--- config.mk ---
export PLATFORM = sky130hd
export DESIGN_NAME = mult_flat
export DESIGN_NICKNAME = d
export VERILOG_FILES = /design/src/rtl/mult_if.sv /design/src/rtl/mult.sv /design/src/flat_wrapper.sv
export SDC_FILE = /design/constraint.sdc
export NUM_CORES = 1
export LEC_CHECK = 0
export ABC_CLOCK_PERIOD_IN_PS = 8400
export CORE_UTILIZATION = 40
export DETAILED_ROUTE_END_ITERATION = 10
export PLACE_DENSITY = 0.62
export SLEW_MARGIN = 20
export SYNTH_ARGS = -nofsm -noshare
export SYNTH_HDL_FRONTEND = slang
export SYNTH_SLANG_ARGS = --single-unit
--- constraint.sdc ---
create_clock -name clk -period 8.4 [get_ports clk]
set_input_delay 0.84 -clock clk [delete_from_list [all_inputs] [get_ports clk]]
set_output_delay 0.84 -clock clk [all_outputs]
set_load 0.01 [all_outputs]
--- src/rtl/mult_if.sv ---
//------------------------------------------------------------------------------
// mult_if
// Start/result bus between the multicycle control unit and the sequential
// Booth multiplier.
//   a, b          : 32-bit two's-complement operands (controller -> mult)
//   mult_control  : start request                     (controller -> mult)
//   hi, lo        : product bits [63:32] / [31:0]     (mult -> controller)
//   operando      : busy                              (mult -> controller)
//   pronto        : one-cycle done pulse              (mult -> controller)
// Modports: master = controller side, slave = multiplier side.
//------------------------------------------------------------------------------
interface mult_if;
    logic [31:0] a;
    logic [31:0] b;
    logic        mult_control;
    logic [31:0] hi;
    logic [31:0] lo;
    logic        operando;
    logic        pronto;

    modport master (
        output a,
        output b,
        output mult_control,
        input  hi,
        input  lo,
        input  operando,
        input  pronto
    );

    modport slave (
        input  a,
        input  b,
        input  mult_control,
        output hi,
        output lo,
        output operando,
        output pronto
    );
endinterface

--- src/rtl/mult.sv ---
//------------------------------------------------------------------------------
// mult
// Sequential signed 32x32 -> 64-bit multiplier, radix-2 Booth recoding,
// one add/subtract-and-shift step per clock. Shares the HI/LO result
// convention of the divider: pulse start, wait while busy, read hi/lo.
//
// Ports:
//   clk    : rising-edge clock
//   reset  : asynchronous active-high reset, clears all state and outputs
//   bus    : mult_if.slave (a, b, mult_control in; hi, lo, operando, pronto out)
//
// Timing: the start edge E0 loads the operands, E1..E32 perform the Booth
// steps, E33 writes hi/lo, drops operando and raises pronto, E34 clears
// pronto and may accept the next start. All outputs are registered.
//------------------------------------------------------------------------------
module mult (
    input  logic        clk,
    input  logic        reset,
    mult_if.slave       bus
);

    typedef enum logic [1:0] {
        S_IDLE,
        S_RUN,
        S_DONE
    } state_t;

    state_t      r_state;
    state_t      w_state_next;

    // Booth datapath registers
    logic [32:0] r_acc;     // A: 33 bits so M = -2^31 never overflows
    logic [31:0] r_m;       // latched multiplicand
    logic [31:0] r_q;       // multiplier, shifts out as product low half
    logic        r_q1;      // Booth history bit
    logic [5:0]  r_cnt;     // remaining Booth steps

    // registered outputs
    logic [31:0] r_hi;
    logic [31:0] r_lo;
    logic        r_operando;
    logic        r_pronto;

    // FSM decoded controls
    logic        w_load;
    logic        w_step;
    logic        w_write;

    logic [32:0] w_m_ext;
    logic [32:0] w_sum;
    logic [5:0]  w_cnt_next;

    //--------------------------------------------------------------------------
    // FSM: state register
    //--------------------------------------------------------------------------
    always_ff @(posedge clk or posedge reset) begin
        if (reset) begin
            r_state <= S_IDLE;
        end else begin
            r_state <= w_state_next;
        end
    end

    //--------------------------------------------------------------------------
    // FSM: next-state logic
    //--------------------------------------------------------------------------
    always_comb begin
        w_state_next = r_state;
        case (r_state)
            S_IDLE: begin
                if (bus.mult_control) begin
                    w_state_next = S_RUN;
                end
            end
            S_RUN: begin
                // leave once the step that takes cnt to zero has been done
                if (w_cnt_next == 6'd0) begin
                    w_state_next = S_DONE;
                end
            end
            S_DONE: begin
                w_state_next = S_IDLE;
            end
            default: begin
                w_state_next = S_IDLE;
            end
        endcase
    end

    //--------------------------------------------------------------------------
    // FSM: output decode (start is ignored outside IDLE, never queued)
    //--------------------------------------------------------------------------
    always_comb begin
        w_load  = 1'b0;
        w_step  = 1'b0;
        w_write = 1'b0;
        case (r_state)
            S_IDLE:  w_load  = bus.mult_control;
            S_RUN:   w_step  = 1'b1;
            S_DONE:  w_write = 1'b1;
            default: begin
                w_load  = 1'b0;
                w_step  = 1'b0;
                w_write = 1'b0;
            end
        endcase
    end

    //--------------------------------------------------------------------------
    // Booth step: add/subtract selected by {Q[0], q_1}
    //--------------------------------------------------------------------------
    always_comb begin
        w_m_ext = {r_m[31], r_m};
        case ({r_q[0], r_q1})
            2'b01:   w_sum = r_acc + w_m_ext;
            2'b10:   w_sum = r_acc - w_m_ext;
            default: w_sum = r_acc;
        endcase
    end

    assign w_cnt_next = r_cnt - 6'd1;

    //--------------------------------------------------------------------------
    // Datapath registers. The arithmetic shift of {A,Q,q_1} takes the
    // post-add accumulator: its sign bit is replicated into A[32], its LSB
    // drops into Q[31], and Q[0] becomes the new history bit.
    //--------------------------------------------------------------------------
    always_ff @(posedge clk or posedge reset) begin
        if (reset) begin
            r_acc <= '0;
            r_m   <= '0;
            r_q   <= '0;
            r_q1  <= 1'b0;
            r_cnt <= '0;
        end else if (w_load) begin
            r_acc <= '0;
            r_m   <= bus.a;
            r_q   <= bus.b;
            r_q1  <= 1'b0;
            r_cnt <= 6'd32;
        end else if (w_step) begin
            r_acc <= {w_sum[32], w_sum[32:1]};
            r_q   <= {w_sum[0], r_q[31:1]};
            r_q1  <= r_q[0];
            r_cnt <= w_cnt_next;
        end
    end

    //--------------------------------------------------------------------------
    // Result and handshake registers
    //--------------------------------------------------------------------------
    always_ff @(posedge clk or posedge reset) begin
        if (reset) begin
            r_hi       <= '0;
            r_lo       <= '0;
            r_operando <= 1'b0;
            r_pronto   <= 1'b0;
        end else begin
            if (w_write) begin
                r_hi <= r_acc[31:0];
                r_lo <= r_q;
            end
            if (w_load) begin
                r_operando <= 1'b1;
            end else if (w_write) begin
                r_operando <= 1'b0;
            end
            r_pronto <= w_write;
        end
    end

    assign bus.hi       = r_hi;
    assign bus.lo       = r_lo;
    assign bus.operando = r_operando;
    assign bus.pronto   = r_pronto;

endmodule

--- src/flat_wrapper.sv ---
// flat-port wrapper written by rule: the top's interface ports become plain ports
module mult_flat 
  (clk, reset, bus_a, bus_b, bus_mult_control, bus_hi, bus_lo, bus_operando, bus_pronto);
  mult_if bus_i ();
  input  logic clk;
  input  logic reset;
  input wire logic [$bits(bus_i.a)-1:0] bus_a;
  input wire logic [$bits(bus_i.b)-1:0] bus_b;
  input wire logic [$bits(bus_i.mult_control)-1:0] bus_mult_control;
  output wire logic [$bits(bus_i.hi)-1:0] bus_hi;
  output wire logic [$bits(bus_i.lo)-1:0] bus_lo;
  output wire logic [$bits(bus_i.operando)-1:0] bus_operando;
  output wire logic [$bits(bus_i.pronto)-1:0] bus_pronto;
  assign bus_i.a = bus_a;
  assign bus_i.b = bus_b;
  assign bus_i.mult_control = bus_mult_control;
  assign bus_hi = bus_i.hi;
  assign bus_lo = bus_i.lo;
  assign bus_operando = bus_i.operando;
  assign bus_pronto = bus_i.pronto;
  mult u_core (.clk(clk), .reset(reset), .bus(bus_i));
endmodule
---- Yosys cells after proc, flatten, opt, wreduce, memory -nomap -nowiden ----
Cells that the tools add are included.
W data, S select, Z words.
cells by class
  reductions and logical operators ........ 5
  add/sub/neg operators ................... 3
  equal/unequal tests ..................... 6
  multiplexer cells ....................... 17
operator list
  operator               number
  $mux W33               2
  $pmux W33 S2           1
  $mux W32               2
  $add A33 B33 Y33       1
  $sub A33 B33 Y33       1
  $mux W6                2
  $mux W1                7
  $logic_not A6 Y1       1
  $sub A6 B1 Y6 const B  1
  $eq A2 B1 Y1 const B   2
  $eq A2 B2 Y1 const B   2
  $mux W2                2
  $pmux W2 S2            1
  $reduce_bool A2 Y1     2
  $logic_not A2 Y1       1
  $ne A2 B1 Y1 const B   1
  $ne A2 B2 Y1 const B   1
  $reduce_and A2 Y1      1
storage, ports and cells
  bits in registers ....................... 172
  output and inout bits ................... 66
  input port bits ......................... 67
  word-level logic and storage cells ...... 41

---- Longest topological paths before layout ----
Gate-level depths: netlist of run 1.
  word-level depth ........................ 4
  gate-level depth with buffers ........... 19
  mapped depth without buffers ............ 18

---- Worst setup path before layout of run 1 ----
Ideal clock, no wire load.
  path type ............................... reg2reg
  start ................................... reg u_core.r_m[2]
  end ..................................... reg u_core.r_acc[31]
  library setup time ...................... 79 ps
  arrival time ............................ 3768 ps
  stages on the path, launching flop included .. 18
  period minus slack after synthesis ...... 3848 ps
  slack ................................... 4552 ps
  cell sequence ........................... dfrtp_1 -> or3_4 -> nor3_1 -> nand2b_1 -> nor3b_2 -> and2_1 -> and3_1 -> nor2_1 -> xnor2_1 -> ha_1 -> a21oi_1 -> o21ai_0 -> or2_2 -> o211ai_1 -> a31o_2 -> mux2_2 -> a21oi_2 -> mux2i_1
on the way
  longest elaborated chain between the ends .. 4
  elaborated cells on any way between the ends .. 5
  classes of those cells .................. add/sub: 2; mux: 3
RTL lines
  element                                                      RTL line                  source
  start: declaration                                           mult.sv:33                logic [31:0] r_m;
  start signal: assignment                                     mult.sv:137               r_m <= bus.a;
  $sub A33 B33 Y33 / $add A33 B33 Y33 (equally long branches)  mult.sv:116, mult.sv:115
  $pmux W33 S2 (*)                                             mult.sv:114               case ({r_q[0], r_q1})
  $mux W33 (*)                                                 mult.sv:141               end else if (w_step) begin
  $mux W33 (*)                                                 mult.sv:135               end else if (w_load) begin
  end signal: assignment                                       mult.sv:142               r_acc <= {w_sum[32], w_sum[32:1]};
  end: declaration                                             mult.sv:32                logic [32:0] r_acc;
Every way passes the cells marked *; elsewhere a longest branch is shown, timed or not. The select of a mux whose other input is x is not followed.
A chain may end at the register's enable or synchronous reset.

---- Final worst setup path of run 1 ----
Ends and elaborated chain as after synthesis.

==> results of run 1 <==
[tightest hold or removal path, cell delays in order, from the launching register on]
cell and delay (ns):
dfrtp_1 0.35, nand2_1 0.05, nand2_1 0.05
[per-layer routing]
metal / part of all wire (%) / track usage (%)
met4: 0.89 / 5.33
met5: 0 / 0
met1: 52 / 30.4
met2: 43 / 29.2
met3: 4.5 / 2.91
[cells in the mapped netlist, types with 3 or more instances]
master    count
a211oi_1      4
a21o_1       16
a21oi_1      64
a22oi_1      32
a31o_2        3
a31oi_1      12
and2_1        6
and3_1       10
and4_1        3
clkbuf_1     50
dfrtp_1     171
ha_1         36
inv_1        23
mux2i_1       7
nand2_1     369
nand2b_1      5
nand3_1      39
nor2_1       47
nor3_1       17
nor3b_1       3
nor4_1        6
o211ai_1      7
o21a_1        4
o21ai_0      55
o21bai_1      9
o31ai_1       3
or3_1         3
xnor2_1      46
xor2_1        7
[layout make-up]
cell class	instances	area (um2)	area share, %
multi-input combinational	851	4740	41.4
sequential	171	4280	37.4
timing repair buffer	142	1400	12.2
clock buffer	18	439	3.83
tap	285	357	3.11
clock inverter	14	144	1.26
inverter	24	95.1	0.830
[state kept, by name (all words and copies together), names as in the netlist]
register	flops
u_core.bus.hi	32
u_core.bus.lo	32
u_core.bus.operando	1
u_core.bus.pronto	1
u_core.r_acc	32
u_core.r_cnt	6
u_core.r_m	32
u_core.r_q	32
u_core.r_q1	1
u_core.r_state	2
[power by group through the flow]
stage	combinational, W	clock, W	sequential [W]
after global routing	0.00226	0.000833	0.00122
final	0.00202	0.000778	0.00119
after detailed placement	0.00201	0	0.00120
after global placement	0.00199	0	0.00120
after CTS	0.00201	0.000797	0.00119
after floorplan	0.00161	0	0.00114
[worst max path at each step]
stage,start,end,depth (start not counted)
final,u_core.r_m[2],u_core.r_acc[31],17
after CTS,u_core.r_m[2],u_core.r_acc[31],17
after floorplan,reset,u_core.bus.hi[0],1
after detailed placement,u_core.r_m[2],u_core.r_acc[31],17
after global placement,u_core.r_m[2],u_core.r_acc[31],17
after global routing,u_core.r_m[2],u_core.r_acc[31],17
[cells by family (layout without fill, tap and decap cells)]
kind of cell | Yosys count | after routing | share of synthesized area (%)
flip-flops | 171 | 171 | 46.0
XOR/XNOR | 53 | 53 | 4.99
AND/OR/NAND/NOR | 526 | 526 | 24.2
adder cells (fa/ha/maj) | 37 | 37 | 5.05
buffers and inverters | 78 | 198 | 3.24
multiplexers | 8 | 8 | 0.874
AO/OA/AOI/OAI | 227 | 227 | 15.6
[through the flow]
stage                     setup slack (ns)  cells  util (%)
after detailed placement              4.10   1473      47.9
after floorplan                       2.93   1100         -
after global placement                4.21   1473      47.9
after CTS                             4.07   1505      50.4
final                                 4.08   1505      50.4
after global routing                  3.77   1505      50.4
==> run_results.csv, run 1 <==
group,metric,value,unit
run_status,status,"complete, no violations",
power,comb_power_share,50.7,%
drt,ant_nets,0,
worst_setup_path,regToRegStartpoint,"u_core.r_m[2]",
sta,fmax,231,MHz
power,power_frac_clock,19.5,%
sta,slew_headroom,37.0,%
final_layout,layout_commonest_cell,"nand2_1",
worst_setup_path,ff2ff_path_depth,17,
power,power_switching,0.00170,W
power,seqPwrFrac,29.9,%
logic_synthesis,syn-num-nets,1204,
final_layout,area_delta_synth_final,23.1,%
cts,post_cts_buffers,0,
worst_setup_path,cp-start-kind,"flop",
final_layout,diodes,0,
die,die_y,155,um
worst_hold_path,min_to,"u_core.bus.lo[23]",
logic_synthesis,synthTopCellsByArea,"dfrtp_1 46%, nand2_1 15%, ha_1 4.8%, xnor2_1 4.3%, a21oi_1 3.4%",
die,start_util,41.0,%
sta,setup-violations-final,0,
power,peakVddDrop,0.194,mV
logic_synthesis,synth.distinct_cells,65,
worst_setup_path,crit_family,"simple AND/OR/NAND/NOR gates",
cts,clock_latency,0.43,ns
logic_synthesis,synth_top_flop_cell,"dfrtp_1",
drt,post_drt_wl_per_cell,15.3,um
drt,drt_iter0_drc,475,
drt,via_count,7774,
cts,numCtsBuffers,17,
power,p_total,0.00399,W
power,p_sw_share,42.7,%
cts,root_buffer,"clkbuf_16",
sta,holdWs,0.474,ns
worst_setup_path,slowest_delay,0.43,ns
flow_run,maxCapViolations,0,
worst_setup_path,end_kind,"flop",
cts,postCtsHoldBufs,0,
final_layout,drive_above_1_share,5.66,%
cts,clk_pin_slew_worst_paths,0.08,ns
cts,clockBufferDepth,2,
worst_setup_path,cp_max_fo,5,
die,die_w,155,um
power,leakage,5.37,nW
logic_synthesis,synth_top_area_cell,"dfrtp_1",
sta,final.min_clock_period,4.32,ns
worst_setup_path,path_cells,"or3_4, nor3_1, nand2b_1, nor3b_2, and2_1, and2_1, nor2_1, xnor2_1, ha_1, a21oi_1, o21ai_0, or2_2, o211ai_1, a31o_2, mux2_2, a21oi_2, mux2i_1",
placed_design,numPortBuffers,132,
final_layout,final_area,11500,um2
die,core.rowCount,55,
worst_setup_path,r2r_end,"u_core.r_acc[31]",
worst_setup_path,cp.arrival,4.68,ns
sta,finalSetupTns,0,ns
worst_setup_path,critPathKind,"flop to flop",
drt,drc,0,
global_route,antenna_found_initial,0,
logic_synthesis,synth_area,9310,um2
global_route,grt_max_degree,104,
logic_synthesis,yosys_warnings,0,
worst_setup_path,crit_buf_inv,0,
final_layout,num-fill-cells,2193,
cts,h-tree-depth,4,
worst_hold_path,hp-class,"flop to flop",
logic_synthesis,ys_ff_latch,171,
placed_design,dp.final_hpwl,15800,um
sta,report.final.hold_viol_count,0,
final_layout,nets,1311,
sta,tightest_slew,0.944,ns
worst_setup_path,rrSetupSlack,4.08,ns
sta,slew_viol_final,0,
power,power.internal,0.00229,W
worst_setup_path,cp.required,8.76,ns
placed_design,place_area,10900,um2
worst_hold_path,min_from,"u_core.bus.lo[23]",
sta,fin_skew,0.0105,ns
cts,cts_tree,"built",
drt,drt_wl_total,23000,um
cts,cts_sinks,171,
worst_hold_path,min_path_cells,2,
logic_synthesis,synth.yosys.seq_area_share,46.0,%
power,power_density,349,nW/um2
cts,cts-resized-gates,0,
global_route,grt_pass1_vias,7343,
logic_synthesis,synthCells,1100,
logic_synthesis,syn_avg_cell_area,8.46,um2
sta,rsz0062_at_grt,"no",
worst_setup_path,cp_slowest_cell,"dfrtp_1",
die,top_level_ports,133,
placed_design,place.gp.congestion,0.845,
global_route,grt_usage,19.9,%
drt,first_pass_iters,5,
global_route,grt_pass1_wl,38200,um
logic_synthesis,synth_edf_count,0,
die,core,22700,um2
drt,avgViaCountPerCell,5.17,
global_route,grt_overflow,0,
final_layout,final_cell_mix,"368 x nand2_1, 171 x dfrtp_1, 132 x clkdlybuf4s50_1",
sta,finalCritPeriodShare,51.5,%
logic_synthesis,synth_top_area_share,46.0,%
die,die-area,23900,um2
logic_synthesis,async_flop_share,100,%
worst_setup_path,crit_top_cell,"and2_1",
Power figures use the tool's default switching activity.
==> inputs of run 2 (changes only) <==
--- a/config.mk
+++ b/config.mk
@@ -5,10 +5,10 @@
 export SDC_FILE = /design/constraint.sdc
 export NUM_CORES = 1
 export LEC_CHECK = 0
-export ABC_CLOCK_PERIOD_IN_PS = 8400
+export ABC_CLOCK_PERIOD_IN_PS = 3720
 export CORE_UTILIZATION = 40
 export DETAILED_ROUTE_END_ITERATION = 10
-export PLACE_DENSITY = 0.62
+export PLACE_DENSITY = 0.64
 export SLEW_MARGIN = 20
 export SYNTH_ARGS = -nofsm -noshare
 export SYNTH_HDL_FRONTEND = slang
==> constraint.sdc (replaced) <==
create_clock -name clk -period 3.72 [get_ports clk]
set_input_delay 0.372 -clock clk [delete_from_list [all_inputs] [get_ports clk]]
set_output_delay 0.372 -clock clk [all_outputs]
set_load 0.01 [all_outputs]
==> run 2 against run 1 <==
  * The run now ends with setup timing left
  * Combinational power rose to 2.8 times the previous value
  * Non-clock buffer count rose by 70
  * Fmax rose by 13%
  * Sequential power rose by 130%
  * Power rose to 2.5 times the previous value
==> run_results.csv, run 2 (same netlist as run 1, synthesis figures left out) <==
group,metric,value,unit
cts,cts_tree,"built",
power,p_sw_share,42.0,%
global_route,grt_usage,20.5,%
cts,postCtsHoldBufs,0,
final_layout,drive_above_1_share,13.3,%
placed_design,dp.final_hpwl,15900,um
sta,finalCritPeriodShare,103,%
sta,finalSetupTns,-0.301,ns
cts,numCtsBuffers,17,
final_layout,area_delta_synth_final,31.5,%
worst_hold_path,hp-class,"input port to flop",
power,seqPwrFrac,26.5,%
cts,clock_latency,0.44,ns
die,start_util,41.0,%
final_layout,layout_commonest_cell,"nand2_1",
worst_setup_path,cp-start-kind,"flop",
worst_setup_path,critPathKind,"flop to flop",
sta,final.min_clock_period,3.83,ns
drt,post_drt_wl_per_cell,15.1,um
run_status,violations,"setup timing",
sta,fmax,261,MHz
placed_design,numPortBuffers,132,
global_route,grt_overflow,0,
drt,ant_nets,0,
final_layout,diodes,0,
worst_hold_path,min_path_cells,3,
final_layout,nets,1381,
sta,slew_headroom,38.3,%
power,power_switching,0.00425,W
power,leakage,5.77,nW
worst_setup_path,cp_max_fo,4,
die,die_w,155,um
cts,cts_sinks,171,
cts,clk_pin_slew_worst_paths,0.08,ns
drt,drt_iter0_drc,479,
die,die-area,23900,um2
global_route,grt_pass1_wl,39400,um
placed_design,place.gp.congestion,0.848,
cts,clockBufferDepth,2,
worst_setup_path,end_kind,"flop",
sta,report.final.hold_viol_count,0,
die,die_y,155,um
worst_setup_path,r2r_end,"u_core.r_acc[31]",
sta,rsz0062_at_grt,"yes",
power,power_density,828,nW/um2
worst_setup_path,ff2ff_path_depth,17,
sta,setup-violations-final,6,
final_layout,final_area,12200,um2
global_route,grt_pass1_vias,7693,
drt,drt_wl_total,23800,um
drt,first_pass_iters,5,
sta,slew_viol_final,0,
power,peakVddDrop,0.385,mV
power,p_total,0.0101,W
worst_hold_path,min_from,"bus_a[31]",
worst_setup_path,regToRegStartpoint,"u_core.r_m[4]",
power,power_frac_clock,17.8,%
sta,holdWs,0.452,ns
drt,avgViaCountPerCell,5.21,
global_route,grt_max_degree,172,
placed_design,place_area,11300,um2
die,top_level_ports,133,
sta,layout_setup_ws,-0.112,ns
worst_setup_path,cp.arrival,4.20,ns
sta,tightest_slew,0.925,ns
die,core.rowCount,55,
drt,drc,0,
cts,root_buffer,"clkbuf_16",
power,comb_power_share,55.6,%
worst_setup_path,rrSetupSlack,-0.11,ns
run_status,status,"finished, violations left",
worst_setup_path,cp.required,4.09,ns
power,power.internal,0.00588,W
sta,fin_skew,0.0131,ns
cts,h-tree-depth,4,
final_layout,final_cell_mix,"367 x nand2_1, 171 x dfrtp_1, 132 x clkdlybuf4s50_1",
die,core,22700,um2
worst_hold_path,min_to,"u_core.r_m[31]",
global_route,antenna_found_initial,0,
drt,via_count,8202,
flow_run,maxCapViolations,0,
run 2: cell count changes in the layout (fill, tap and decap cells not counted), sizes merged:
cell | previous run | this run
buf | 10 | 80
clkbuf | 18 | 17
clkinvlp | 3 | 2
inv | 31 | 26
clkinv | 4 | 11
run 2: stage by stage:
stage / worst slack, ns / utilization [%] / instances
after floorplan: 0.0375 / - / 1100
after global placement: -0.0710 / 49.6 / 1521
after detailed placement: -0.136 / 49.6 / 1521
after CTS: -0.0445 / 52.8 / 1563
after global routing: -0.303 / 53.9 / 1575
final: -0.112 / 53.9 / 1575
run 2: layer usage:
metal / up-vias / share of wire (%) / GRT usage (%)
met1: 3875 / 50 / 30.7
li1: 4092 / - / -
met3: 22 / 5.0 / 3.42
met4: 0 / 0.91 / 5.04
met5: - / 0 / 0
met2: 213 / 44 / 30.8
run 2: worst max path at each step:
stage                              from          endpoint  slack [ns]  cells past startpoint
final                     u_core.r_m[4]  u_core.r_acc[31]       -0.11                     17
after global placement    u_core.r_m[4]  u_core.r_acc[31]       -0.07                     17
after CTS                 u_core.r_m[2]  u_core.r_acc[31]       -0.04                     17
after global routing      u_core.r_m[4]  u_core.r_acc[31]       -0.30                     17
after detailed placement  u_core.r_m[4]  u_core.r_acc[31]       -0.14                     17
after floorplan           u_core.r_m[4]  u_core.r_acc[31]        0.04                     17
run 2: worst max-delay path, cell delays in order (launching register included):
cell	delay (ns)
dfrtp_1	0.38
or3_4	0.41
nor3_4	0.18
nand2b_1	0.13
nor3b_2	0.20
and2_4	0.19
and3_4	0.22
nor2_4	0.04
xnor2_2	0.20
ha_4	0.24
a21oi_2	0.15
o21ai_1	0.09
or2_4	0.25
o211ai_1	0.25
a31o_2	0.22
mux2_4	0.30
a21oi_2	0.11
mux2i_1	0.19
run 2: cell type report:
type	instances	area [um2]
clock buffers	17	425
clock inverters	15	198
fillers	2154	10500
inverters	24	93.8
multi-input cells	851	4950
flip-flops and latches	171	4280
well taps	285	357
repair buffers	212	1940
run 2: timing repair:
item	in CTS	in global routing
endpoints found under the setup margin	4	14
buffers inserted	10	12
resized for setup	5	41
pin swaps	9	33
cloned	0	0
run 2: power by group through the flow:
stage               Sequential (W)  Combinational [W]  Clock [W]
floorplan                  0.00257            0.00368          0
global placement           0.00270            0.00495          0
detailed placement         0.00271            0.00503          0
CTS                        0.00267            0.00515    0.00186
global route               0.00275            0.00623    0.00194
finish                     0.00269            0.00564    0.00181
